[config.mk]
export PLATFORM = sky130hd
export DESIGN_NAME = braille_sequencer
export DESIGN_NICKNAME = d
export VERILOG_FILES = /design/src/rtl/braille_pkg.sv /design/src/rtl/braille_sequencer_debounce.sv /design/src/rtl/braille_sequencer.sv
export SDC_FILE = /design/constraint.sdc
export NUM_CORES = 1
export LEC_CHECK = 0
export CAP_MARGIN = 20
export CORE_ASPECT_RATIO = 0.9
export CORE_UTILIZATION = 30
export CTS_CLUSTER_DIAMETER = 150
export CTS_CLUSTER_SIZE = 28
export DETAILED_ROUTE_END_ITERATION = 10
export PLACE_DENSITY_LB_ADDON = 0.08
export SYNTH_ARGS = -nofsm -noshare
export SYNTH_HDL_FRONTEND = slang
export SYNTH_HIERARCHICAL = 1
export SYNTH_SLANG_ARGS = --single-unit
[constraint.sdc]
create_clock -name CLOCK_50 -period 3.9 [get_ports CLOCK_50]
set_input_delay 0.39 -clock CLOCK_50 [delete_from_list [all_inputs] [get_ports CLOCK_50]]
set_output_delay 0.39 -clock CLOCK_50 [all_outputs]
set_load 0.02 [all_outputs]
[src/rtl/braille_pkg.sv]
// Shared types and constants for the braille record/playback path and its decoder.
// Cell bit n corresponds to dot n+1; a set bit means the dot is raised.
package braille_pkg;

    localparam int CELL_W = 6;

    typedef enum logic [1:0] {
        IDLE = 2'd0,
        SHOW = 2'd1,
        GAP  = 2'd2
    } seq_state_t;

    localparam logic [CELL_W-1:0] CELL_A = 6'b000001;
    localparam logic [CELL_W-1:0] CELL_B = 6'b000011;
    localparam logic [CELL_W-1:0] CELL_C = 6'b001001;
    localparam logic [CELL_W-1:0] CELL_D = 6'b011001;
    localparam logic [CELL_W-1:0] CELL_E = 6'b010001;
    localparam logic [CELL_W-1:0] CELL_F = 6'b001011;
    localparam logic [CELL_W-1:0] CELL_G = 6'b011011;
    localparam logic [CELL_W-1:0] CELL_H = 6'b010011;
    localparam logic [CELL_W-1:0] CELL_I = 6'b001010;
    localparam logic [CELL_W-1:0] CELL_J = 6'b011010;
    localparam logic [CELL_W-1:0] CELL_K = 6'b000101;
    localparam logic [CELL_W-1:0] CELL_L = 6'b000111;
    localparam logic [CELL_W-1:0] CELL_M = 6'b001101;
    localparam logic [CELL_W-1:0] CELL_N = 6'b011101;
    localparam logic [CELL_W-1:0] CELL_O = 6'b010101;
    localparam logic [CELL_W-1:0] CELL_P = 6'b001111;
    localparam logic [CELL_W-1:0] CELL_Q = 6'b011111;
    localparam logic [CELL_W-1:0] CELL_R = 6'b010111;
    localparam logic [CELL_W-1:0] CELL_S = 6'b001110;
    localparam logic [CELL_W-1:0] CELL_T = 6'b011110;
    localparam logic [CELL_W-1:0] CELL_U = 6'b100101;
    localparam logic [CELL_W-1:0] CELL_V = 6'b100111;
    localparam logic [CELL_W-1:0] CELL_W_ = 6'b111010;
    localparam logic [CELL_W-1:0] CELL_X = 6'b101101;
    localparam logic [CELL_W-1:0] CELL_Y = 6'b111101;
    localparam logic [CELL_W-1:0] CELL_Z = 6'b110101;

endpackage

[src/rtl/braille_sequencer_debounce.sv]
// key_debounce: synchronises a raw active-low pushbutton, filters bounce and
// emits a single-cycle pulse on each accepted released-to-pressed transition.
module key_debounce #(
    parameter int DEBOUNCE_CYCLES = 1_000_000
) (
    input  logic CLOCK_50,
    input  logic RESET_N,
    input  logic key_n,
    output logic press_pulse
);

    localparam int CNT_W = $clog2(DEBOUNCE_CYCLES + 1);

    logic             sync_p0;
    logic             sync_p1;
    logic             level;
    logic [CNT_W-1:0] stable_cnt;

    always_ff @(posedge CLOCK_50) begin
        if (!RESET_N) begin
            sync_p0     <= 1'b1;
            sync_p1     <= 1'b1;
            level       <= 1'b1;
            stable_cnt  <= '0;
            press_pulse <= 1'b0;
        end else begin
            sync_p0     <= key_n;
            sync_p1     <= sync_p0;
            press_pulse <= 1'b0;
            // any return to the accepted level restarts the stability window
            if (sync_p1 == level) begin
                stable_cnt <= '0;
            end else if (stable_cnt == CNT_W'(DEBOUNCE_CYCLES - 1)) begin
                level       <= sync_p1;
                stable_cnt  <= '0;
                press_pulse <= ~sync_p1;
            end else begin
                stable_cnt <= stable_cnt + 1'b1;
            end
        end
    end

endmodule

[src/rtl/braille_sequencer.sv]
// Record/playback of 6-dot braille cells from switches to the cell decoder.
// Define BRAILLE_SEQ_LOOP_EN for continuous looping with play-to-stop.
module braille_sequencer
    import braille_pkg::*;
#(
    parameter int DEPTH           = 8,
    parameter int DWELL_CYCLES    = 50_000_000,
    parameter int GAP_CYCLES      = 12_500_000,
    parameter int DEBOUNCE_CYCLES = 1_000_000
) (
    input  logic                         CLOCK_50,
    input  logic                         RESET_N,
    input  logic [CELL_W-1:0]            sw_cell,
    input  logic                         key_store_n,
    input  logic                         key_play_n,
    input  logic                         key_clear_n,
    output logic [CELL_W-1:0]            cell_out,
    output logic                         cell_valid,
    output logic                         busy,
    output logic                         full,
    output logic [$clog2(DEPTH+1)-1:0]   count,
    output logic [$clog2(DEPTH)-1:0]     play_idx
);

    localparam int CNT_W = $clog2(DEPTH + 1);
    localparam int IDX_W = $clog2(DEPTH);
    localparam int T_MAX = (DWELL_CYCLES > GAP_CYCLES) ? DWELL_CYCLES : GAP_CYCLES;
    localparam int T_W   = $clog2(T_MAX + 1);

    logic store_pulse, play_pulse, clear_pulse;
    logic store_ev, play_ev;

    seq_state_t       state, state_nxt;
    logic [T_W-1:0]   timer, timer_nxt;
    logic [CNT_W-1:0] count_nxt;
    logic [IDX_W-1:0] idx_nxt;
    logic             wr_en;

    logic [CELL_W-1:0] cell_buf [DEPTH];

    key_debounce #(.DEBOUNCE_CYCLES(DEBOUNCE_CYCLES)) u_db_store (
        .CLOCK_50(CLOCK_50), .RESET_N(RESET_N), .key_n(key_store_n), .press_pulse(store_pulse)
    );
    key_debounce #(.DEBOUNCE_CYCLES(DEBOUNCE_CYCLES)) u_db_play (
        .CLOCK_50(CLOCK_50), .RESET_N(RESET_N), .key_n(key_play_n), .press_pulse(play_pulse)
    );
    key_debounce #(.DEBOUNCE_CYCLES(DEBOUNCE_CYCLES)) u_db_clear (
        .CLOCK_50(CLOCK_50), .RESET_N(RESET_N), .key_n(key_clear_n), .press_pulse(clear_pulse)
    );

    // clear outranks store, store outranks play; losers are simply dropped
    assign store_ev = store_pulse & ~clear_pulse;
    assign play_ev  = play_pulse & ~clear_pulse & ~store_pulse;

    always_comb begin
        state_nxt = state;
        timer_nxt = timer + 1'b1;
        count_nxt = count;
        idx_nxt   = play_idx;
        wr_en     = 1'b0;
        if (clear_pulse) begin
            state_nxt = IDLE;
            timer_nxt = '0;
            count_nxt = '0;
            idx_nxt   = '0;
        end else begin
            case (state)
                IDLE: begin
                    timer_nxt = '0;
                    if (store_ev) begin
                        if (!full) begin
                            wr_en     = 1'b1;
                            count_nxt = count + 1'b1;
                        end
                    end else if (play_ev && count != '0) begin
                        state_nxt = SHOW;
                        idx_nxt   = '0;
                    end
                end
                SHOW: begin
`ifdef BRAILLE_SEQ_LOOP_EN
                    if (play_ev) begin
                        state_nxt = IDLE;
                        idx_nxt   = '0;
                    end else
`endif
                    if (timer == T_W'(DWELL_CYCLES - 1)) state_nxt = GAP;
                end
                GAP: begin
`ifdef BRAILLE_SEQ_LOOP_EN
                    if (play_ev) begin
                        state_nxt = IDLE;
                        idx_nxt   = '0;
                    end else
`endif
                    if (timer == T_W'(GAP_CYCLES - 1)) begin
                        if (play_idx == IDX_W'(count - 1'b1)) begin
`ifdef BRAILLE_SEQ_LOOP_EN
                            state_nxt = SHOW;
`else
                            state_nxt = IDLE;
`endif
                            idx_nxt = '0;
                        end else begin
                            state_nxt = SHOW;
                            idx_nxt   = play_idx + 1'b1;
                        end
                    end
                end
                default: begin
                    state_nxt = IDLE;
                    timer_nxt = '0;
                end
            endcase
            if (state_nxt != state) timer_nxt = '0;
        end
    end

    // outputs are registered from next-state so they line up with the state they describe
    always_ff @(posedge CLOCK_50) begin
        if (!RESET_N) begin
            state      <= IDLE;
            timer      <= '0;
            count      <= '0;
            play_idx   <= '0;
            cell_out   <= '0;
            cell_valid <= 1'b0;
            busy       <= 1'b0;
            full       <= 1'b0;
        end else begin
            state      <= state_nxt;
            timer      <= timer_nxt;
            count      <= count_nxt;
            play_idx   <= idx_nxt;
            cell_valid <= (state_nxt == SHOW);
            cell_out   <= (state_nxt == SHOW) ? cell_buf[idx_nxt] : '0;
            busy       <= (state_nxt != IDLE);
            full       <= (count_nxt == CNT_W'(DEPTH));
        end
    end

    // buffer is written only in IDLE, so reads during playback never collide
    always_ff @(posedge CLOCK_50) begin
        if (wr_en) cell_buf[count[IDX_W-1:0]] <= sw_cell;
    end

endmodule

==> metrics.txt <==
Multi-input gate area=3310 µm²; Final Cell Area=8460 µm²; initial drt markers=244; M1 WL=7.70 mm; syn nets=716; vias in the first global route=4979; CP Data Arrival Time=3.88 ns; failing checks=design-rule violations; Synth async-reset ratio=0%; postcts setup bufs=0; worst-path fanout max=26; DRC Markers=2; status=complete, but fails checks; final design utilization=35.8%; hold depth=1; initial core utilization=30.9%; Fin Setup TNS=0 ns; power density over cell area=421 nW/µm²; Crit Path Category=flip-flop to flip-flop; Boundary Pins=27; DIE WIDTH=166 µm; first-pass GRT wire length=25.8 mm; Hold Path Class=flip-flop to flip-flop; Ys Warns=6; final WL=15.2 mm; core footprint=23600 µm²; Highest Signal Layer=met4; antenna cell count=0; Worst-path clk slew=0.07 ns; Final setup viols=0; crit path cell chain=or4b_1 -> or4_4 -> o21a_1 -> o41ai_1 -> nor2_2 -> xnor2_1 -> or4b_2 -> buf_12 -> nor2_1; dpl hpwl=10.8 mm; crit-path max cell delay=0.65 ns; Max Cap Viol=0; initial antenna violation count=0; nets@finish=750; RSZ-0062 raised after global routing=false; pre-CTS setup slack=0.401 ns; GPL Wtd Cong=0.823; adder-cell share of the synthesized area=1.89%; worst vdd ir=267 µV; Clock Latency Late Sink=0.43 ns; Compound-Gate Fraction of Synth Area=9.29%; fin. max-slew vios=0; Mapped Cells=694; DR vias=5056; count of flip-flops with a built-in enable after synthesis=48; Area Growth Syn to Fin=16.1%; crit share post-route=90.1%; XOR/XNOR Fraction of Synth Area=8.26%; all-layer global routing usage=13.1%; CTS-repair resized insts=0; met3 wire length=422 µm; f_max=285 MHz; CTS tree=yes; min Tclk post-route=3.51 ns; Die Ht=150 µm; leakage=2.52 nW; Detail Route Antenna Nets=0; syn avg cell area=10.5 µm²; CTS Hold Bufs=0; Mapped Area=7290 µm²; proportion of layout cells with a drive suffix above 1=12.6%; number of synthesized register bits=164; total grt overflow=0; die area=24900 µm²; dpl cell area=7850 µm²; Crit. End Element=flip-flop; Slew @ Worst Pin=0.911 ns; CP Launch Type=flip-flop; largest net degree at the start of global routing=27; fin cells=1043; post-synthesis sequential area ratio=51.6%; IO buf count=26; Num Clock Sinks=164; Hold Vio Cnt, Final=0; Simple-Gate Fraction of Synth Area=24.1%; Required @ worst endpoint=4.26 ns; Fillers=2359; placed cells=1011; skew final=0.0123 ns; WL met2=6.97 mm; clock root buffer master=clkbuf_16; library cells used by synthesis=56; worst r2r path cells=9; CTS max path bufs=2; CP max-delay cell=or4b_2; H-Tree Depth=4; Sequential Area=3760 µm²; Wirelength per Cell=14.6 µm; post-DR vias/cell=4.85; PnR worst setup slack=0.387 ns; Worst slew margin=38.8%; drt pass-1 iters=8; total CTS buffers=17; # rows=53; main combinational cell family by area after synthesis=simple AND/OR/NAND/NOR gates; mux share of post-synthesis cell area=1.85%; Post-synth top flop=dfxtp_1
## critical path: cells and delay by family, from the launching register on
family | cells | cell delay, ns
AND/OR/NAND/NOR | 5 | 1.93
buffers and inverters | 1 | 0.23
AO/OA/AOI/OAI | 2 | 0.78
flip-flops | 1 | 0.37
XOR/XNOR | 1 | 0.14
## cells in the mapped netlist (4+ instances only)
library cell  instances  area, µm²
clkbuf_1              6       22.5
nand2b_1             13       81.3
or4b_1                5       50.1
xor2_1               36        315
nand3_1              49        245
nor2_1               62        233
a31o_2                6       52.6
o22ai_1              12       75.1
nor3_1               14       70.1
mux2_2               12        135
or4_4                 7       78.8
ha_1                 11        138
or3_1                10       62.6
buf_6                 4       45.0
or4_1                15        113
nor2_4               18        203
edfxtp_1             48       1440
nor4_1               14       87.6
o31ai_1              11       82.6
a211oi_1              7       52.6
inv_1                23       86.3
nand2_1              49        184
dfxtp_1             116       2320
nand4_1              13       81.3
and2_1                9       56.3
o21ai_0              19       95.1
xnor2_1              30        263
a21oi_1              21        105
and3_1                4       25.0
## power breakdown
group / internal (mW) / switching (mW) / leakage [nW]
registers: 1.76 / 0.00262 / 1.37
clock network: 1.07 / 0.698 / 0.288
logic: 0.0141 / 0.0206 / 0.867
## layout make-up
class | instances | area share [%]
clock buffers | 19 | 5.12
clock inverters | 13 | 2.16
inverters | 23 | 1.02
multi-input cells | 491 | 39.1
flip-flops and latches | 164 | 44.5
well taps | 302 | 4.46
repair buffers | 31 | 3.67
## sequential cells by signal (all words and copies together), names as in the netlist, 2 cells and up
register,flops
cell_buf,48
timer,26
u_db_clear/stable_cnt,20
u_db_play/stable_cnt,20
u_db_store/stable_cnt,20
cell_out,6
count,4
play_idx,3
state,2
## stage by stage
stage | power, mW | hold slack, ns
after floorplan | 1.81 | 0.386
after global placement | 1.83 | 0.412
after detailed placement | 1.83 | 0.411
after CTS | 3.61 | 0.430
after global routing | 3.69 | 0.449
final | 3.56 | 0.422
## metal layers
metal	up-vias	global-route usage, %
met5	-	0
met1	2401	17.6
met2	57	20.8
met3	13	3.28
li1	2585	-
met4	0	3.75
## cells in the final DEF, fill, tap and decap left out, drive strengths merged, types with 6 or more instances in the layout
cell type	Yosys	layout
nand4	13	13
a21oi	24	24
nand2b	13	13
or3	10	10
ha	11	11
edfxtp	48	48
mux2	12	12
xor2	36	36
dfxtp	116	116
and2	9	9
a211oi	8	8
nand2	49	49
or4	22	22
nor3	14	14
inv	23	24
clkbuf	6	19
a31o	6	6
xnor2	30	30
o31ai	11	11
o22ai	12	12
clkdlybuf4s50	0	26
nand3	52	52
o21ai	19	19
nor4	14	14
nor2	83	83
## worst paths after layout
| path | startpoint | to | slack [ns] |
|---|---|---|---|
| min | u_db_store/sync_p0 | u_db_store/sync_p1 | 0.42 |
| min reg2reg | u_db_store/sync_p0 | u_db_store/sync_p1 | 0.42 |
| max | timer[5] | timer[13] | 0.39 |
| max reg2reg | timer[5] | timer[13] | 0.39 |
## cells by family after synthesis
kind of cell               count (synthesis)
AOI/OAI and AO/OA                         96
DFF                                      164
and+or+nand+nor                          305
adders and majority gates                 11
buffers and inverters                     39
xor gates and xnor gates                  67
muxes                                     12
No activity file was read; power rests on OpenSTA's default activity.
